**src/rtl/march_address_sequencer_pkg.sv**
```systemverilog
// Shared widths, address-mode codes, direction codes and FSM encoding for the
// PMBIST march address sequencer.
package march_address_sequencer_pkg;

  localparam int unsigned TASW  = 8;
  localparam int unsigned ADMDW = 4;
  localparam int unsigned OPW   = 3;

  localparam logic [ADMDW-1:0] ADMD_AC  = ADMDW'(0);
  localparam logic [ADMDW-1:0] ADMD_GC  = ADMDW'(1);
  localparam logic [ADMDW-1:0] ADMD_2I0 = ADMDW'(2);
  localparam logic [ADMDW-1:0] ADMD_2I1 = ADMDW'(3);
  localparam logic [ADMDW-1:0] ADMD_2I2 = ADMDW'(4);
  localparam logic [ADMDW-1:0] ADMD_2I3 = ADMDW'(5);
  localparam logic [ADMDW-1:0] ADMD_2I4 = ADMDW'(6);
  localparam logic [ADMDW-1:0] ADMD_2I5 = ADMDW'(7);
  localparam logic [ADMDW-1:0] ADMD_2I6 = ADMDW'(8);
  localparam logic [ADMDW-1:0] ADMD_2I7 = ADMDW'(9);

  localparam logic ADDR_UP   = 1'b0;
  localparam logic ADDR_DOWN = 1'b1;

  typedef enum logic [1:0] {
    ST_IDLE = 2'd0,
    ST_RUN  = 2'd1,
    ST_FIN  = 2'd2
  } seq_state_e;

  // First TAS of an element: bottom of the space going up, top going down.
  function automatic logic [TASW-1:0] tas_first(input logic updwn);
    return (updwn == ADDR_DOWN) ? {TASW{1'b1}} : {TASW{1'b0}};
  endfunction

endpackage

```
**src/rtl/march_address_sequencer_tas_updown_counter.sv**
```systemverilog
// Loadable TAS up/down counter with enable; tc flags the last address in the
// current counting direction.
module march_address_sequencer_tas_updown_counter
  import march_address_sequencer_pkg::*;
(
  input  logic            clk,
  input  logic            rst,
  input  logic            load,
  input  logic [TASW-1:0] load_val,
  input  logic            en,
  input  logic            dn,
  output logic [TASW-1:0] cnt,
  output logic            tc
);

  logic [TASW-1:0] cnt_q;
  logic [TASW-1:0] cnt_d;

  always_comb begin
    cnt_d = cnt_q;
    if (load) begin
      cnt_d = load_val;
    end else if (en) begin
      cnt_d = dn ? (cnt_q - TASW'(1)) : (cnt_q + TASW'(1));
    end
  end

  always_ff @(posedge clk) begin
    if (rst) begin
      cnt_q <= '0;
    end else begin
      cnt_q <= cnt_d;
    end
  end

  assign cnt = cnt_q;
  assign tc  = dn ? (cnt_q == {TASW{1'b0}}) : (cnt_q == {TASW{1'b1}});

endmodule

```
**src/rtl/march_address_sequencer.sv**
```systemverilog
// Sequences one march element over the full TAS space, holding each address
// for (ops_cfg+1) acknowledged operations.
module march_address_sequencer
  import march_address_sequencer_pkg::*;
(
  input  logic             clk,
  input  logic             rst,
  input  logic             start,
  input  logic [ADMDW-1:0] admd_cfg,
  input  logic             updwn_cfg,
  input  logic [OPW-1:0]   ops_cfg,
  input  logic             op_ack,
  output logic [TASW-1:0]  tas_out,
  output logic [ADMDW-1:0] admd_out,
  output logic             updwn_out,
  output logic             addr_valid,
  output logic [OPW-1:0]   op_idx,
  output logic             last_addr,
  output logic             busy,
  output logic             done
);

  seq_state_e       state_q, state_d;
  logic [OPW-1:0]   op_idx_q, op_idx_d;
  logic [OPW-1:0]   ops_q, ops_d;
  logic [ADMDW-1:0] admd_q, admd_d;
  logic             updwn_q, updwn_d;
  logic             busy_q, busy_d;
  logic             addr_valid_q, addr_valid_d;
  logic             done_q, done_d;

  logic             tas_load;
  logic [TASW-1:0]  tas_load_val;
  logic             tas_en;
  logic [TASW-1:0]  tas_cnt;
  logic             tas_tc;

  march_address_sequencer_tas_updown_counter u_tas_cnt (
    .clk      (clk),
    .rst      (rst),
    .load     (tas_load),
    .load_val (tas_load_val),
    .en       (tas_en),
    .dn       (updwn_q == ADDR_DOWN),
    .cnt      (tas_cnt),
    .tc       (tas_tc)
  );

  // Next-state, config latch and op/address stepping.
  always_comb begin
    state_d      = state_q;
    op_idx_d     = op_idx_q;
    ops_d        = ops_q;
    admd_d       = admd_q;
    updwn_d      = updwn_q;
    busy_d       = busy_q;
    addr_valid_d = addr_valid_q;
    done_d       = 1'b0;
    tas_load     = 1'b0;
    tas_load_val = '0;
    tas_en       = 1'b0;

    unique case (state_q)
      ST_IDLE: begin
        if (start) begin
          admd_d       = admd_cfg;
          updwn_d      = updwn_cfg;
          ops_d        = ops_cfg;
          op_idx_d     = '0;
          tas_load     = 1'b1;
          tas_load_val = tas_first(updwn_cfg);
          busy_d       = 1'b1;
          addr_valid_d = 1'b1;
          state_d      = ST_RUN;
        end
      end
      ST_RUN: begin
        if (op_ack) begin
          if (op_idx_q != ops_q) begin
            op_idx_d = op_idx_q + OPW'(1);
          end else if (!tas_tc) begin
            op_idx_d = '0;
            tas_en   = 1'b1;
          end else begin
            // Final op at final address: tas/op_idx freeze until next start.
            busy_d       = 1'b0;
            addr_valid_d = 1'b0;
            done_d       = 1'b1;
            state_d      = ST_FIN;
          end
        end
      end
      ST_FIN: begin
        state_d = ST_IDLE;
      end
      default: begin
        state_d = ST_IDLE;
      end
    endcase
  end

  always_ff @(posedge clk) begin
    if (rst) begin
      state_q      <= ST_IDLE;
      op_idx_q     <= '0;
      ops_q        <= '0;
      admd_q       <= ADMD_2I0;
      updwn_q      <= ADDR_UP;
      busy_q       <= 1'b0;
      addr_valid_q <= 1'b0;
      done_q       <= 1'b0;
    end else begin
      state_q      <= state_d;
      op_idx_q     <= op_idx_d;
      ops_q        <= ops_d;
      admd_q       <= admd_d;
      updwn_q      <= updwn_d;
      busy_q       <= busy_d;
      addr_valid_q <= addr_valid_d;
      done_q       <= done_d;
    end
  end

  assign tas_out    = tas_cnt;
  assign admd_out   = admd_q;
  assign updwn_out  = updwn_q;
  assign op_idx     = op_idx_q;
  assign busy       = busy_q;
  assign addr_valid = addr_valid_q;
  assign done       = done_q;
  assign last_addr  = busy_q & tas_tc;

endmodule

```
**config.mk**
```make
export PLATFORM = sky130hd
export DESIGN_NAME = march_address_sequencer
export DESIGN_NICKNAME = d
export VERILOG_FILES = /design/src/rtl/march_address_sequencer_pkg.sv /design/src/rtl/march_address_sequencer_tas_updown_counter.sv /design/src/rtl/march_address_sequencer.sv
export SDC_FILE = /design/constraint.sdc
export NUM_CORES = 1
export LEC_CHECK = 0
export CAP_MARGIN = 20
export CORE_UTILIZATION = 49
export CTS_CLUSTER_SIZE = 12
export DETAILED_ROUTE_END_ITERATION = 8
export PLACE_DENSITY = 0.88
export SLEW_MARGIN = 40
export SYNTH_ARGS = -nofsm -noshare
export SYNTH_HDL_FRONTEND = slang
export SYNTH_SLANG_ARGS = --single-unit
```
**constraint.sdc**
```tcl
create_clock -name clk -period 2.45 [get_ports clk]
set_input_delay 0.3675 -clock clk [delete_from_list [all_inputs] [get_ports clk]]
set_output_delay 0.3675 -clock clk [all_outputs]
set_load 0.01 [all_outputs]
```
==> reports/metrics.yaml <==
status: "complete, no violations"
crit_arrival_ps: 1830
cpMaxStageDelayCell: "or4_4"
core_sq_um: 2520
worst-r2r-cell-count: 7
critPathLaunch: "u_tas_cnt.cnt[3]$_SDFFE_PP0P_"
fp-row-count: 18
netlist_instances: 157
clock.fmax_mhz: 456
clock-sinks: 23
cp_top_family: "simple AND/OR/NAND/NOR gates"
cts_hold_buf: 0
worst-path-max-fanout: 5
worstPathCellList: "or4_4, nor4_4, o21a_1, dlygate4sd2_1"
endpoint_kind: "primary output"
wirelength_mm: 3.47
hold_viol: 0
die-area_sq_um: 2930
grt_pass1_wl_mm: 5.40
setup_viol: 0
overflow: 0
power.density_nw_per_um2: 502
cts_tree: "yes"
wl_per_cell_um: 15.7
dp.cells: 216
slew_violations: 0
ys_async_sr_fraction_pct: 0
period_minus_slack_ps: 2190
synth_cell_types: 44
clock_latency_ps: 310
fin_nets: 212
antenna_found_initial: 0
diodes: 0
io_buffers: 31
drive_gt1_share_pct: 8.90
worstSetupEndpoint: "last_addr"
drt_pass1_iterations: 4
synth-main-ff-cell: "dfxtp_1"
fillers: 202
syn-num-nets: 177
drtIter0Drc: 31
relSlewSlack_pct: 66.7
clk_path_buf_depth: 2
vias: 1308
crit_path_start_kind: "flop"
path_class: "flop to primary output"
peakVddDrop_mv: 0.423
drtAntennaViolNets: 0
dieHeight_um: 54.2
cts_inserted_buffers: 3
cts_max_level: 1
die_width_um: 54.2
cpPeakStageDelay_ps: 540
worst_hold_path_type: "flop to flop"
grt_pass1_vias: 1224
p_leak_nw: 0.697
num_io_pins: 32
multiInputGateArea_sq_um: 815
ff_latch_area_sq_um: 463
tightestPinTransition_ps: 496
reg2reg_to: "u_tas_cnt.cnt[6]$_SDFFE_PP0P_"
clock-root-buffer: "clkbuf_4"
grt_setup_unrepaired: "no"
start_util_pct: 52.9
grt_max_degree: 22
cp.depth: 4
reg2reg_from: "updwn_out$_SDFFE_PP0P_"
ys_warn_count: 0
hpwl_mm: 2.56
finalClockSkew_ps: 5.07
synth-edff-count: 0
hold_path_startpoint: "ops_q[0]$_SDFFE_PP0P_"
fin_crit_sh_pct: 89.6
track_usage_pct: 26.0
synth.avg_cell_area_sq_um: 8.50
netlist_area_sq_um: 1330
setup_tns_ps: 0
drcViolationCount: 0
area_delta_synth_final_pct: 29.2
yosysSeqAreaShare_pct: 34.5
yosys_register_bits: 23
cap_viol_max_count: 0
viasPerCell: 5.92
clkTransAtPathRegs_ps: 140
gp_congestion: 0.829
cp_data_required_time_ps: 2080
critPathBufInv: 1
r2r_slack_ps: 360
fin_cells: 221
==> stage by stage <==
step | util [%] | hold slack, ps | worst slack, ps | total power, W | instance area [sq um]
after global placement | 66.9 | 443 | 238 | 0.000675 | 1690
after global routing | 68.3 | 486 | 157 | 0.000912 | 1720
final | 68.3 | 480 | 256 | 0.000864 | 1720
after detailed placement | 66.9 | 462 | 198 | 0.000687 | 1690
after floorplan | - | 448 | 473 | 0.000586 | 1330
after CTS | 68.3 | 480 | 267 | 0.000870 | 1720
==> Yosys cell counts, types with 2 or more instances <==
library cell / instances / area, sq um
a211o_1: 2 / 17.5
a21o_1: 2 / 15.0
a21oi_1: 15 / 75.1
a31oi_1: 3 / 18.8
and4_1: 2 / 17.5
clkbuf_1: 4 / 15.0
dfxtp_1: 23 / 460
ha_1: 7 / 87.6
inv_1: 7 / 26.3
mux2i_1: 5 / 50.1
nand2_1: 22 / 82.6
nand2b_1: 6 / 37.5
nand3_1: 4 / 20.0
nand3b_1: 4 / 30.0
nor2_1: 4 / 15.0
nor2b_1: 2 / 12.5
nor3_1: 5 / 25.0
o21a_1: 2 / 15.0
o21ai_0: 6 / 30.0
o21ai_1: 2 / 10.0
o21bai_1: 2 / 15.0
or3_1: 2 / 12.5
xnor2_1: 3 / 26.3
xor2_1: 3 / 26.3
==> worst min-delay path, stage by stage, from the launching register on <==
cell and delay (ps):
dfxtp_1 340, nand2_1 50, a21oi_1 50
==> final cells by class <==
type,count,area share (%)
well taps,30,2.18
repair buffers,37,20.6
clock buffers,3,1.31
clock inverters,1,0.290
flip-flops and latches,23,26.9
multi-input cells,120,47.3
inverters,7,1.53
==> timing repair <==
action	in CTS	in global routing
endpoints found under the hold margin	0	0
buffers inserted	1	0
setup endpoints to repair	1	0
resized for setup	3	0
==> power by group <==
group | internal [W] | switching (W)
sequential | 0.000400 | 0.0000305
clock | 0.0000610 | 0.000120
combinational | 0.000131 | 0.000122
total | 0.000592 | 0.000272
==> state kept, by name, summed over array words and instances (netlist names) <==
register       flops
op_idx             3
done               1
addr_valid         1
state_q            2
updwn_out          1
u_tas_cnt.cnt      8
admd_out           4
ops_q              3
==> routing by layer <==
metal	wire (um)	track usage, %	vias to the layer above	part of all wire [%]
met5	0	0	-	0
met1	1420	29.4	620	41
met2	1820	46.7	41	52
li1	-	-	632	-
met4	113	12.8	0	3.3
met3	117	3.67	15	3.4
==> logic make-up after synthesis <==
logic type,count (synthesis),share of synthesized area [%]
AOI/OAI and AO/OA,41,19.0
xor gates and xnor gates,6,3.94
adders and majority gates,8,8.07
buffers and inverters,14,4.88
DFF,23,34.5
muxes,5,3.75
and+or+nand+nor,60,25.8
==> worst min path at each step <==
stage                                    end  cells after the start
finish                 ops_q[0]$_SDFFE_PP0P_                      2
global route           ops_q[0]$_SDFFE_PP0P_                      2
CTS                    ops_q[0]$_SDFFE_PP0P_                      2
detailed placement     ops_q[0]$_SDFFE_PP0P_                      2
global placement    admd_out[3]$_SDFFE_PP0P_                      2
floorplan              ops_q[0]$_SDFFE_PP0P_                      2
==> layout by cell type (no fill, tap or decap), types with 2 or more instances in the layout <==
cell type        count
buf_4                6
nor4b_2              2
nand2b_1             6
xnor2_1              3
dfxtp_2              2
dfxtp_1             21
or3_1                2
a211o_1              2
ha_1                 7
clkbuf_4             3
o21ai_1              2
clkdlybuf4s50_1     30
nand2_1             22
nor3_1               5
and4_1               2
nor2_1               4
a21o_1               2
inv_1                7
a21oi_1             15
o21bai_1             2
o21a_1               2
xor2_1               3
nand3_1              4
o21ai_0              6
nand3b_1             4
a31oi_1              3
nor2b_1              2
mux2i_1              5
(Power assumes the default switching activity.)
